$ cat config.mk
export PLATFORM = sky130hd
export DESIGN_NAME = memory_arbiter
export DESIGN_NICKNAME = d
export VERILOG_FILES = /design/src/rtl/memory_arbiter.sv
export SDC_FILE = /design/constraint.sdc
export NUM_CORES = 1
export LEC_CHECK = 0
export BUFFER_PORTS_ARGS = -buffer_cell sky130_fd_sc_hd__buf_2
export CAP_MARGIN = 25
export CORE_MARGIN = 2
export CORE_UTILIZATION = 36
export DETAILED_ROUTE_END_ITERATION = 8
export GPL_TIMING_DRIVEN = 0
export MAX_ROUTING_LAYER = met4
export PLACE_DENSITY_LB_ADDON = 0.1
export SYNTH_ARGS = -nofsm -noshare
export SYNTH_HDL_FRONTEND = slang
export SYNTH_SLANG_ARGS = --single-unit
$ cat constraint.sdc
create_clock -name CLK -period 1.9 [get_ports CLK]
set_input_delay 0.095 -clock CLK [delete_from_list [all_inputs] [get_ports CLK]]
set_output_delay 0.095 -clock CLK [all_outputs]
set_load 0.03 [all_outputs]
$ cat src/rtl/memory_arbiter.sv
// memory_arbiter: serialises instruction reads and data reads/writes onto a
// single RAM port. Data requests win ties, but an instruction that was
// waiting when a data access started is served next so fetch never starves.
//
// Ports:
//   CLK, RST          clock, synchronous active-high reset
//   iREN, iaddr       instruction read request (held until ihit)
//   dREN, dWEN        data read / write request (held until dhit)
//   daddr, dstore     data address and write data
//   ihit, dhit        one-cycle completion pulses (registered)
//   iload, dload      registered read data
//   ramREN, ramWEN    RAM strobes, decoded from state and latched operation
//   ramaddr, ramstore latched RAM address / write data
//   ramload, ramready RAM read data and access-complete handshake
//   err               sticky watchdog flag (ARB_TIMEOUT_EN builds only)
//
// Build option: define ARB_TIMEOUT_EN to add the access watchdog, its
// TIMEOUT parameter (8-bit, default 255) and the err port.
module memory_arbiter (
  input  logic        CLK,
  input  logic        RST,
`ifdef ARB_TIMEOUT_EN
  output logic        err,
`endif
  input  logic        iREN,
  input  logic [31:0] iaddr,
  input  logic        dREN,
  input  logic        dWEN,
  input  logic [31:0] daddr,
  input  logic [31:0] dstore,
  output logic        ihit,
  output logic        dhit,
  output logic [31:0] iload,
  output logic [31:0] dload,
  output logic        ramREN,
  output logic        ramWEN,
  output logic [31:0] ramaddr,
  output logic [31:0] ramstore,
  input  logic [31:0] ramload,
  input  logic        ramready
);

`ifdef ARB_TIMEOUT_EN
  parameter logic [7:0] TIMEOUT = 8'd255;
`endif

  localparam int unsigned AW = 32;
  localparam int unsigned DW = 32;
  localparam int unsigned CW = 8;

  typedef enum logic [1:0] {
    IDLE = 2'd0,
    DACC = 2'd1,
    IACC = 2'd2,
    RESP = 2'd3
  } state_t;

  state_t          state_q;
  state_t          state_d;
  logic            ipend_q;
  logic            we_q;
  logic [AW-1:0]   addr_q;
  logic [DW-1:0]   store_q;

  logic            start_d_c;
  logic            start_i_c;
  logic            in_acc_c;
  logic            done_c;
  logic            timeout_c;

  // Next-state decode and RAM strobes.
  always_comb begin
    state_d   = state_q;
    ramREN    = 1'b0;
    ramWEN    = 1'b0;
    start_d_c = 1'b0;
    start_i_c = 1'b0;
    in_acc_c  = 1'b0;
    done_c    = 1'b0;
    case (state_q)
      IDLE: begin
        // A data request yields only to an instruction it already jumped.
        if ((dREN || dWEN) && !ipend_q) begin
          state_d   = DACC;
          start_d_c = 1'b1;
        end else if (iREN) begin
          state_d   = IACC;
          start_i_c = 1'b1;
        end
      end
      DACC: begin
        in_acc_c = 1'b1;
        ramREN   = ~we_q;
        ramWEN   = we_q;
        if (ramready || timeout_c) begin
          state_d = RESP;
          done_c  = 1'b1;
        end
      end
      IACC: begin
        in_acc_c = 1'b1;
        ramREN   = 1'b1;
        if (ramready || timeout_c) begin
          state_d = RESP;
          done_c  = 1'b1;
        end
      end
      RESP: begin
        state_d = IDLE;
      end
      default: begin
        state_d = IDLE;
      end
    endcase
  end

  // State register.
  always_ff @(posedge CLK) begin
    if (RST) begin
      state_q <= IDLE;
    end else begin
      state_q <= state_d;
    end
  end

  // Request latch: address, store data, operation and the owed-fetch flag.
  always_ff @(posedge CLK) begin
    if (RST) begin
      ipend_q <= 1'b0;
      we_q    <= 1'b0;
      addr_q  <= '0;
      store_q <= '0;
    end else if (start_d_c) begin
      ipend_q <= iREN;
      we_q    <= dWEN;   // read+write together resolves to a write
      addr_q  <= daddr;
      store_q <= dstore;
    end else if (start_i_c) begin
      ipend_q <= 1'b0;
      we_q    <= 1'b0;
      addr_q  <= iaddr;
    end
  end

  assign ramaddr  = addr_q;
  assign ramstore = store_q;

  // Completion pulses and load capture; a timed-out access keeps old data.
  always_ff @(posedge CLK) begin
    if (RST) begin
      ihit  <= 1'b0;
      dhit  <= 1'b0;
      iload <= '0;
      dload <= '0;
    end else begin
      ihit <= done_c && (state_q == IACC);
      dhit <= done_c && (state_q == DACC);
      if ((state_q == IACC) && ramready) begin
        iload <= ramload;
      end
      if ((state_q == DACC) && ramready && !we_q) begin
        dload <= ramload;
      end
    end
  end

`ifdef ARB_TIMEOUT_EN
  logic [CW-1:0] wd_cnt_q;

  assign timeout_c = in_acc_c && !ramready && (wd_cnt_q == TIMEOUT);

  // Watchdog: counts stalled access cycles, forces completion at TIMEOUT.
  always_ff @(posedge CLK) begin
    if (RST) begin
      wd_cnt_q <= '0;
      err      <= 1'b0;
    end else begin
      if (start_d_c || start_i_c) begin
        wd_cnt_q <= '0;
      end else if (in_acc_c && !ramready && !timeout_c) begin
        wd_cnt_q <= wd_cnt_q + CW'(1);
      end
      if (timeout_c) begin
        err <= 1'b1;
      end
    end
  end
`else
  assign timeout_c = 1'b0;
`endif

endmodule

-- Yosys cells after proc, flatten, opt, wreduce, memory -nomap -nowiden
Index checks and enable logic that the tools add are counted.
- flip-flop bits (word level): 134
- bits of input ports: 134
- equal/unequal tests: 5
- multiplexer cells: 18
- bitwise operators: 1
- reductions and logical operators: 13
- operator list (cell ; number):
    two-way mux 32 bit ; 2
    two-way mux 1 bit ; 11
    logical AND 1 bit ; 6
    two-way mux 2 bit ; 3
    one-hot mux 2 bit (3 select lines) ; 1
    == test 2 bit, second input constant ; 2
    != test 3 bit, second input constant ; 1
    == test 2 x 1 -> 1 bit, second input constant ; 1
    logical NOT 1 bit ; 2
    logical NOT 2 bit ; 1
    != test 2 x 1 -> 1 bit, second input constant ; 1
    one-hot mux 1 bit (2 select lines) ; 1
    AND reduction 2 bit ; 1
    nonzero test 2 bit ; 1
    OR reduction 2 bit ; 1
    logical OR 1 bit ; 1
    inverter 1 bit ; 1

-- Longest topological paths before layout
Gate-level depths: netlist of the first run.
- depth after elaboration: 6
- depth in mapped cells: 7
- depth with buffers taken out: 5

-- Worst setup path after synthesis of the first run
No wires, ideal clock.
- kind: reg2reg
- start: reg state_q[0]
- end: reg addr_q[10], in the netlist ramaddr[10]
- library setup time: 0.088 ns
- arrival: 1.350 ns
- data required time: 1.812 ns
- path slack: 0.462 ns
- stages on the path, launching flop included: 7
- buffers on the path: 2
- cells stage by stage: dfxtp_1 > inv_1 > ha_1 > buf_6 > dlygate4sd1_1 > a21oi_1 > o32ai_2
- longest elaborated chain between the ends: 3
- elaborated cells between the ends (all ways): 5
- classes of those cells: mux (3); reduce/logical (2)
- RTL lines (what ; RTL line ; text):
    start, declared ; 58 ; state_t state_q;
    start signal, assigned ; 122 ; state_q <= state_d;
    logical NOT 2 bit (*) ; 80 ; case (state_q)
    two-way mux 1 bit ; 80 ;
    two-way mux 32 bit / nonzero test 2 bit (equally long branches) ; -- ;
    end signal, assigned ; 136 ; addr_q <= daddr;
    end signal, assigned ; 141 ; addr_q <= iaddr;
    end, declared ; 62 ; logic [AW-1:0] addr_q;
Every way passes the cells marked *; elsewhere a longest branch is shown, timed or not.
A chain may end at the register's enable or synchronous reset.

-- Worst setup path in the final report of the first run
- start: reg state_q[0]
- end: reg addr_q[17], in the netlist ramaddr[17]
The elaborated chain is that of the path after synthesis.

==> results of run 1 <==
power by group through the flow:
stage               logic [W]  registers [W]  clock network (W)
detailed placement    0.00544        0.00381                  0
global placement      0.00543        0.00382                  0
finish                0.00553        0.00377            0.00382
CTS                   0.00557        0.00377            0.00388
floorplan             0.00270        0.00500                  0
global route          0.00599        0.00385            0.00400
worst min-delay path: stages:
cell and delay [ns]:
sky130_fd_sc_hd__buf_2 0.09, sky130_fd_sc_hd__a21oi_1 0.11, sky130_fd_sc_hd__o32ai_1 0.09
layer usage:
layer	part of all wire, %	wire length (um)	vias up
li1	-	-	2927
met1	44	7970	2650
met2	48	8580	218
met3	6.0	1080	26
met4	2.2	405	0
met5	0	0	-
state kept, by name (all words and copies together) (netlist names), 2 cells and up:
register,cells
state_q,2
iload,32
dload,32
ramaddr,32
ramstore,32
cells by family after synthesis:
| logic type | count (synthesis) | share of synthesized area, % |
|---|---|---|
| adder cells (fa/ha/maj) | 4 | 0.898 |
| AND/OR/NAND/NOR | 212 | 16.6 |
| AO/OA/AOI/OAI | 206 | 25.5 |
| flip-flops | 134 | 48.1 |
| buffers and inverters | 92 | 8.87 |
placed cells by master (no fill, tap or decap), types with 2 or more instances in the layout:
cell type                       count
sky130_fd_sc_hd__buf_2            276
sky130_fd_sc_hd__dfxtp_1          134
sky130_fd_sc_hd__a21oi_1          133
sky130_fd_sc_hd__nand2_1          131
sky130_fd_sc_hd__dlygate4sd3_1     80
sky130_fd_sc_hd__nor2_1            36
sky130_fd_sc_hd__inv_1             35
sky130_fd_sc_hd__o21ai_0           31
sky130_fd_sc_hd__o32ai_2           30
sky130_fd_sc_hd__nand3_1           23
sky130_fd_sc_hd__clkbuf_1          18
sky130_fd_sc_hd__clkbuf_16         17
sky130_fd_sc_hd__buf_4             10
sky130_fd_sc_hd__nand3_2           10
sky130_fd_sc_hd__buf_6              8
sky130_fd_sc_hd__bufinv_16          6
sky130_fd_sc_hd__clkbuf_2           4
sky130_fd_sc_hd__ha_1               4
sky130_fd_sc_hd__nand2b_1           3
sky130_fd_sc_hd__clkbuf_8           3
sky130_fd_sc_hd__and2_1             2
sky130_fd_sc_hd__buf_1              2
sky130_fd_sc_hd__o21ai_1            2
sky130_fd_sc_hd__o32ai_1            2
sky130_fd_sc_hd__clkinv_2           2
sky130_fd_sc_hd__clkinvlp_4         2
sky130_fd_sc_hd__clkinv_4           2
worst paths after layout:
kind | start | end | slack, ns | cells after the start
setup reg to reg | state_q[0] | ramaddr[17] | 0.15 | 6
hold / removal | iaddr[2] | ramaddr[2] | 0.01 | 3
hold reg to reg | dload[25] | dload[25] | 0.45 | 2
setup / recovery | state_q[0] | ramaddr[17] | 0.15 | 6
cell type report:
cell class	instances	share of cell area, %
Timing Repair Buffer	345	24.6
Buffer	57	4.25
Clock inverter	12	2.58
Inverter	35	1.52
Antenna cell	1	0.0290
Clock buffer	20	5.41
Tap cell	188	2.73
Multi-Input combinational cell	422	27.8
Sequential cell	134	31.1
through the flow:
step | hold slack [ns] | cell area, um2
5_1_grt | 0.00873 | 8630
6_report | 0.0144 | 8630
4_1_cts | 0.000732 | 8620
2_1_floorplan | 0.226 | 5570
3_5_place_dp | 0.345 | 7130
3_3_place_gp | 0.345 | 7130
what timing repair did:
item                                   in CTS  in global routing
endpoints found under the hold margin     112                  0
buffers inserted                            0                  0
hold buffers                               80                  0
gates resized for setup                     0                  6
setup endpoints to repair                   0                 21
==> flow_summary.html, run 1 <==
<table>
<tr><th>Metric</th><th>Value</th></tr>
<tr><th colspan="2">Run status</th></tr>
<tr><td>Result of the run</td><td>finished, final reports clean</td></tr>
<tr><th colspan="2">Worst setup path</th></tr>
<tr><td>Delay contributed by the slowest stage of the critical path</td><td>0.44 ns</td></tr>
<tr><td>Required time of the worst setup path</td><td>2.24 ns</td></tr>
<tr><td>Sequence of cells on the critical path</td><td>inv_1, ha_1, buf_6, dlygate4sd1_1, a21oi_1, o32ai_2</td></tr>
<tr><td>Critical path endpoint category</td><td>register</td></tr>
<tr><td>WP data arrival</td><td>2.09 ns</td></tr>
<tr><td>Critical Path Slowest Stage Cell</td><td>sky130_fd_sc_hd__dlygate4sd1_1</td></tr>
<tr><td>Buffers and inverters on the worst path</td><td>3</td></tr>
<tr><td>Maximum fanout encountered on the critical timing path</td><td>10</td></tr>
<tr><td>Worst setup path class</td><td>reg2reg</td></tr>
<tr><td>Category of cells accounting for the largest share of critical-path delay</td><td>buffers and inverters</td></tr>
<tr><td>Setup crit start kind</td><td>register</td></tr>
<tr><th colspan="2">Logic synthesis</th></tr>
<tr><td>Number of distinct library cells after synthesis</td><td>39</td></tr>
<tr><td>Most frequently used cell type in the post-synthesis netlist</td><td>sky130_fd_sc_hd__dfxtp_1</td></tr>
<tr><td>Cells after Synth</td><td>648</td></tr>
<tr><td>EDFF count, synth</td><td>0</td></tr>
<tr><td>Post-synthesis cell type with the largest combined area</td><td>sky130_fd_sc_hd__dfxtp_1</td></tr>
<tr><td>Post-synth net total</td><td>786</td></tr>
<tr><td>Main synth FF type</td><td>sky130_fd_sc_hd__dfxtp_1</td></tr>
<tr><td>Top cell types by occurrence after synthesis</td><td>sky130_fd_sc_hd__dfxtp_1 (134), sky130_fd_sc_hd__a21oi_1 (133), sky130_fd_sc_hd__nand2_1 (131), sky130_fd_sc_hd__nor2_1 (36), sky130_fd_sc_hd__inv_1 (35)</td></tr>
<tr><td>Share of async-settable or async-resettable flops after synthesis</td><td>0%</td></tr>
<tr><td>Post-synthesis sequential area ratio</td><td>48.1%</td></tr>
<tr><td>Avg Cell Area, Syn</td><td>8.60 um2</td></tr>
<tr><td>Cell area after synthesis</td><td>5570 um2</td></tr>
<tr><td>Warning count from the yosys run</td><td>0</td></tr>
<tr><td>Number of synthesized register bits</td><td>134</td></tr>
<tr><td>Top cells by area, synth</td><td>sky130_fd_sc_hd__dfxtp_1 (48%), sky130_fd_sc_hd__a21oi_1 (12%), sky130_fd_sc_hd__nand2_1 (8.8%)</td></tr>
<tr><td>Area share of the largest cell type after synthesis</td><td>48.1%</td></tr>
<tr><th colspan="2">Pwr</th></tr>
<tr><td>Seq pwr share</td><td>28.7%</td></tr>
<tr><td>Final Power</td><td>0.0131 W</td></tr>
<tr><td>Cell Int Power</td><td>0.00794 W</td></tr>
<tr><td>Switching power summed over all nets</td><td>0.00518 W</td></tr>
<tr><td>Lkg Pwr</td><td>3.89 nW</td></tr>
<tr><td>Share of total power in combinational logic</td><td>42.2%</td></tr>
<tr><td>Peak VDD IR</td><td>954 uV</td></tr>
<tr><td>Switching share of total power</td><td>39.5%</td></tr>
<tr><td>Pwr Density</td><td>1520 nW/um2</td></tr>
<tr><td>Share of total power in the clock network</td><td>29.1%</td></tr>
<tr><th colspan="2">Floorplan</th></tr>
<tr><td>Number of rows in the core area</td><td>45</td></tr>
<tr><td>Die H</td><td>128 um</td></tr>
<tr><td>Area of the die</td><td>16,500 um2</td></tr>
<tr><td>Area of the core region</td><td>15,100 um2</td></tr>
<tr><td>X dimension of the die</td><td>128 um</td></tr>
<tr><td>Number of top-level design ports</td><td>266</td></tr>
<tr><td>Starting density of the core</td><td>36.8%</td></tr>
<tr><th colspan="2">CTS</th></tr>
<tr><td>Root buffer cell</td><td>sky130_fd_sc_hd__clkbuf_16</td></tr>
<tr><td>Number of sinks driven by the clock tree</td><td>134</td></tr>
<tr><td>Worst-Skew Late Latency</td><td>0.42 ns</td></tr>
<tr><td>Number of buffers added by the clock tree synthesis step</td><td>17</td></tr>
<tr><td>H-tree depth reported by CTS</td><td>4</td></tr>
<tr><td>CTS tree</td><td>done</td></tr>
<tr><td>Clk slew on worst S/H paths</td><td>0.06 ns</td></tr>
<tr><td>Maximum buffer depth of the clock tree</td><td>2</td></tr>
<tr><th colspan="2">Timing</th></tr>
<tr><td>Worst slew margin</td><td>61.5%</td></tr>
<tr><td>Endpoints failing hold</td><td>0</td></tr>
<tr><td>Fin crit share</td><td>92.0%</td></tr>
<tr><td>Tightest Pin Transition</td><td>0.577 ns</td></tr>
<tr><td>Final Max Tran Viols</td><td>0</td></tr>
<tr><td>Worst setup slack after layout</td><td>0.153 ns</td></tr>
<tr><td>Achievable frequency</td><td>572 MHz</td></tr>
<tr><td>Final critical path time including I/O delays and setup</td><td>1.75 ns</td></tr>
<tr><td>Setup repair after global routing missed its margin</td><td>false</td></tr>
<tr><td>Setup total negative slack</td><td>0 ns</td></tr>
<tr><td>Final Setup Violations</td><td>0</td></tr>
<tr><td>Final Skew</td><td>0.00652 ns</td></tr>
<tr><th colspan="2">Route</th></tr>
<tr><td>Number of optimization iterations in the first detailed-route pass</td><td>4</td></tr>
<tr><td>Detailed-route DRC error count</td><td>0</td></tr>
<tr><td>Routed wirelength normalized by instance count</td><td>14.9 um</td></tr>
<tr><td>Post-DRT Antenna Nets</td><td>0</td></tr>
<tr><td>Via density</td><td>4.79</td></tr>
<tr><td>Total wire length after detailed routing</td><td>18,000 um</td></tr>
<tr><td>Vias after detailed routing</td><td>5,821</td></tr>
<tr><td>Drt first-iter violations</td><td>222</td></tr>
<tr><th colspan="2">Placement</th></tr>
<tr><td>Count of input and output buffers</td><td>265</td></tr>
<tr><td>Placed Cells</td><td>1,101</td></tr>
<tr><td>Weighted congestion reported at the end of routability-driven placement</td><td>0.821</td></tr>
<tr><td>Setup WS pre-CTS</td><td>0.131 ns</td></tr>
<tr><td>Half-perimeter wire length after placement</td><td>12,800 um</td></tr>
<tr><th colspan="2">Final layout</th></tr>
<tr><td>Final core area utilization</td><td>57.0%</td></tr>
<tr><td>Area of combinational cells with multiple inputs</td><td>2390 um2</td></tr>
<tr><td>Total Nets Final</td><td>1,150</td></tr>
<tr><td>Number of filler cells placed in the layout</td><td>1,473</td></tr>
<tr><td>Share of final-layout standard cells stronger than drive strength 1</td><td>36.8%</td></tr>
<tr><td>Flip-flop and latch area</td><td>2680 um2</td></tr>
<tr><td>Area delta synth-&gt;final</td><td>54.9%</td></tr>
<tr><td>Non-filler cells in the finished layout</td><td>1,214</td></tr>
<tr><th colspan="2">GRT</th></tr>
<tr><td>Global-route track usage on met2</td><td>36.8%</td></tr>
<tr><td>Met3 Resource Use GR</td><td>4.70%</td></tr>
<tr><td>Number of antenna violations at the first check in global routing</td><td>1</td></tr>
<tr><td>First-pass GRT wire length</td><td>28,000 um</td></tr>
<tr><td>Most congested layer reported by global routing</td><td>met2</td></tr>
<tr><td>GR Util All Layers</td><td>22.4%</td></tr>
<tr><td>Met1 track demand over resource</td><td>26.7%</td></tr>
<tr><td>Maximum number of pins on one net before global-route repair</td><td>17</td></tr>
<tr><td>Global-route congestion overflow total</td><td>0</td></tr>
<tr><td>Vias in the first global route</td><td>5,714</td></tr>
<tr><th colspan="2">Worst hold path</th></tr>
<tr><td>Tightest Hold Check Type</td><td>in2reg</td></tr>
<tr><th colspan="2">Run</th></tr>
<tr><td>Number of max-capacitance violations reported</td><td>0</td></tr>
</table>
Power figures use the tool's default switching activity.
==> inputs of run 2 (changes only) <==
--- a/config.mk
+++ b/config.mk
@@ -7,7 +7,6 @@
 export LEC_CHECK = 0
 export BUFFER_PORTS_ARGS = -buffer_cell sky130_fd_sc_hd__buf_2
 export CAP_MARGIN = 25
-export CORE_MARGIN = 2
 export CORE_UTILIZATION = 36
 export DETAILED_ROUTE_END_ITERATION = 8
 export GPL_TIMING_DRIVEN = 0
==> run 2 against run 1 <==
  * Global-route usage increased by 0.13 points
  * Maximum frequency increased by 1.8%
  * Via count decreased by 1.2%
  * Worst hold slack improved by 0.0015 ns
  * Sequential share of layout area increased by 0.63 points
  * Non-clock buffer count decreased by 14
  * Clock-buffer cell count increased by 1
  * Critical endpoint is now ramaddr[28]
  * Critical path depth unchanged
  * Worst setup slack improved by 0.031 ns
  * Clock power decreased by 3%
  * Sequential cell count unchanged
==> flow_summary.html, run 2 (synthesis gave the netlist of run 1 again) <==
<table>
<tr><th>Metric</th><th>Value</th></tr>
<tr><th colspan="2">Worst setup path</th></tr>
<tr><td>Worst setup path class</td><td>reg2reg</td></tr>
<tr><td>Critical path endpoint category</td><td>register</td></tr>
<tr><td>Worst R2R Setup Slack</td><td>0.18 ns</td></tr>
<tr><td>Setup crit start kind</td><td>register</td></tr>
<tr><td>Required time of the worst setup path</td><td>2.22 ns</td></tr>
<tr><td>Maximum fanout encountered on the critical timing path</td><td>10</td></tr>
<tr><td>Terminus of the critical flop-to-flop path</td><td>ramaddr[28]</td></tr>
<tr><td>Reg2reg path depth</td><td>6</td></tr>
<tr><td>WP data arrival</td><td>2.04 ns</td></tr>
<tr><td>Delay contributed by the slowest stage of the critical path</td><td>0.45 ns</td></tr>
<tr><td>Launch point of the worst reg-to-reg path</td><td>state_q[0]</td></tr>
<tr><td>Critical Path Slowest Stage Cell</td><td>sky130_fd_sc_hd__clkbuf_1</td></tr>
<tr><td>Sequence of cells on the critical path</td><td>inv_1, ha_1, buf_6, clkbuf_1, a21oi_1, o32ai_2</td></tr>
<tr><th colspan="2">Route</th></tr>
<tr><td>Via density</td><td>4.80</td></tr>
<tr><td>Routed wirelength normalized by instance count</td><td>14.6 um</td></tr>
<tr><td>Total wire length after detailed routing</td><td>17,500 um</td></tr>
<tr><td>Detailed-route DRC error count</td><td>0</td></tr>
<tr><td>Number of optimization iterations in the first detailed-route pass</td><td>4</td></tr>
<tr><td>Drt first-iter violations</td><td>261</td></tr>
<tr><td>Vias after detailed routing</td><td>5,753</td></tr>
<tr><td>Post-DRT Antenna Nets</td><td>0</td></tr>
<tr><th colspan="2">Floorplan</th></tr>
<tr><td>Area of the die</td><td>16,000 um2</td></tr>
<tr><td>X dimension of the die</td><td>126 um</td></tr>
<tr><td>Die H</td><td>126 um</td></tr>
<tr><td>Number of rows in the core area</td><td>45</td></tr>
<tr><td>Starting density of the core</td><td>36.8%</td></tr>
<tr><td>Number of top-level design ports</td><td>266</td></tr>
<tr><td>Area of the core region</td><td>15,100 um2</td></tr>
<tr><th colspan="2">Timing</th></tr>
<tr><td>Worst slew margin</td><td>62.8%</td></tr>
<tr><td>Worst setup slack after layout</td><td>0.184 ns</td></tr>
<tr><td>Final Setup Violations</td><td>0</td></tr>
<tr><td>Endpoints failing hold</td><td>0</td></tr>
<tr><td>Final Max Tran Viols</td><td>0</td></tr>
<tr><td>Final Skew</td><td>0.00909 ns</td></tr>
<tr><td>Final critical path time including I/O delays and setup</td><td>1.72 ns</td></tr>
<tr><td>Setup repair after global routing missed its margin</td><td>false</td></tr>
<tr><td>Fin crit share</td><td>90.3%</td></tr>
<tr><td>Achievable frequency</td><td>583 MHz</td></tr>
<tr><td>Setup total negative slack</td><td>0 ns</td></tr>
<tr><td>Hold WS</td><td>0.0159 ns</td></tr>
<tr><td>Tightest Pin Transition</td><td>0.559 ns</td></tr>
<tr><th colspan="2">Pwr</th></tr>
<tr><td>Lkg Pwr</td><td>3.82 nW</td></tr>
<tr><td>Pwr Density</td><td>1530 nW/um2</td></tr>
<tr><td>Peak VDD IR</td><td>723 uV</td></tr>
<tr><td>Final Power</td><td>0.0130 W</td></tr>
<tr><th colspan="2">Worst hold path</th></tr>
<tr><td>Capture endpoint of the worst hold path</td><td>ramaddr[7]</td></tr>
<tr><td>Hold path startpoint</td><td>daddr[7]</td></tr>
<tr><td>Cells on Worst Hold Path</td><td>3</td></tr>
<tr><td>Tightest Hold Check Type</td><td>in2reg</td></tr>
<tr><th colspan="2">Final layout</th></tr>
<tr><td>Inserted Diodes</td><td>0</td></tr>
<tr><td>Total Nets Final</td><td>1,136</td></tr>
<tr><td>Area delta synth-&gt;final</td><td>51.8%</td></tr>
<tr><td>Share of final-layout standard cells stronger than drive strength 1</td><td>37.0%</td></tr>
<tr><td>Most common cell after layout, fill and taps aside</td><td>sky130_fd_sc_hd__buf_2</td></tr>
<tr><td>Post-route cell area</td><td>8460 um2</td></tr>
<tr><td>Commonest cells after routing, fill and taps aside</td><td>sky130_fd_sc_hd__buf_2 (276), sky130_fd_sc_hd__dfxtp_1 (134), sky130_fd_sc_hd__a21oi_1 (133)</td></tr>
<tr><th colspan="2">CTS</th></tr>
<tr><td>Worst-Skew Late Latency</td><td>0.41 ns</td></tr>
<tr><td>H-tree depth reported by CTS</td><td>4</td></tr>
<tr><td>Number of buffers added by the clock tree synthesis step</td><td>17</td></tr>
<tr><td>CTS tree</td><td>done</td></tr>
<tr><td>Number of sinks driven by the clock tree</td><td>134</td></tr>
<tr><td>Root buffer cell</td><td>sky130_fd_sc_hd__clkbuf_16</td></tr>
<tr><td>Number of buffers inserted by post-CTS setup repair</td><td>0</td></tr>
<tr><td>Maximum buffer depth of the clock tree</td><td>2</td></tr>
<tr><td>Clk slew on worst S/H paths</td><td>0.06 ns</td></tr>
<tr><th colspan="2">Placement</th></tr>
<tr><td>Half-perimeter wire length after placement</td><td>12,300 um</td></tr>
<tr><td>Count of input and output buffers</td><td>265</td></tr>
<tr><td>Placed cell area</td><td>7130 um2</td></tr>
<tr><td>Setup WS pre-CTS</td><td>0.123 ns</td></tr>
<tr><td>Weighted congestion reported at the end of routability-driven placement</td><td>0.741</td></tr>
<tr><th colspan="2">GRT</th></tr>
<tr><td>First-pass GRT wire length</td><td>27,400 um</td></tr>
<tr><td>Maximum number of pins on one net before global-route repair</td><td>17</td></tr>
<tr><td>Global-route congestion overflow total</td><td>0</td></tr>
<tr><td>Number of antenna violations at the first check in global routing</td><td>0</td></tr>
<tr><td>GR Util All Layers</td><td>22.5%</td></tr>
<tr><td>Vias in the first global route</td><td>5,507</td></tr>
<tr><th colspan="2">Run</th></tr>
<tr><td>Number of max-capacitance violations reported</td><td>0</td></tr>
<tr><th colspan="2">Run status</th></tr>
<tr><td>Result of the run</td><td>finished, final reports clean</td></tr>
</table>
[run 2: cell types whose count changed in the layout (fill, tap and decap cells not counted)]
cell and delta:
sky130_fd_sc_hd__clkinv_4 -2, sky130_fd_sc_hd__clkbuf_8 -1, sky130_fd_sc_hd__diode_2 -1, sky130_fd_sc_hd__dlygate4sd3_1 -14, sky130_fd_sc_hd__clkbuf_1 +2, sky130_fd_sc_hd__clkinvlp_4 -2, sky130_fd_sc_hd__clkinv_2 +2
[run 2: per-stage QoR]
stage	instances	utilization (%)
CTS	1198	55.8
detailed placement	1101	47.1
finish	1198	55.8
global route	1198	55.8
floorplan	648	-
global placement	1101	47.1
[run 2: cell type report]
class,instances,area (um2)
well taps,188,235
flip-flops and latches,134,2680
clock buffers,21,460
clock inverters,10,200
multi-input cells,422,2390
inverters,35,131
plain buffers,57,367
fillers,1468,6690
repair buffers,331,1990
[run 2: what timing repair did]
action | in CTS | in global routing
setup endpoints to repair | 0 | 21
hold buffers | 66 | 0
hold endpoints to repair | 98 | 0
gates resized for setup | 0 | 6
[run 2: where the power goes]
| group | leakage (nW) | internal, W | switching, W | total (W) |
|---|---|---|---|---|
| clock network | 0.327 | 0.00251 | 0.00117 | 0.00369 |
| registers | 1.09 | 0.00346 | 0.000307 | 0.00377 |
| logic | 2.40 | 0.00190 | 0.00363 | 0.00553 |
| total | 3.82 | 0.00787 | 0.00511 | 0.0130 |
[run 2: per-layer routing]
metal	up-vias	GRT usage (%)	wire length [um]
li1	2899	-	-
met1	2628	28.0	8100
met2	200	35.6	8070
met3	26	4.89	912
met4	0	8.50	372
met5	-	-	0
[run 2: critical path: cells and delay by family (launching register included)]
kind            cells  cell delay, ns
compound gates      2            0.42
fa+ha+maj           1            0.18
buf+inv             3            0.72
flops               1            0.32
[run 2: worst max path at each step]
stage	from	endpoint	cells past startpoint
after floorplan	state_q[0]	ramaddr[10]	6
after global placement	state_q[0]	ramstore[6]	7
after detailed placement	state_q[0]	ramstore[4]	7
after CTS	state_q[0]	ramstore[2]	7
after global routing	state_q[0]	ramaddr[30]	6
final	state_q[0]	ramaddr[28]	6
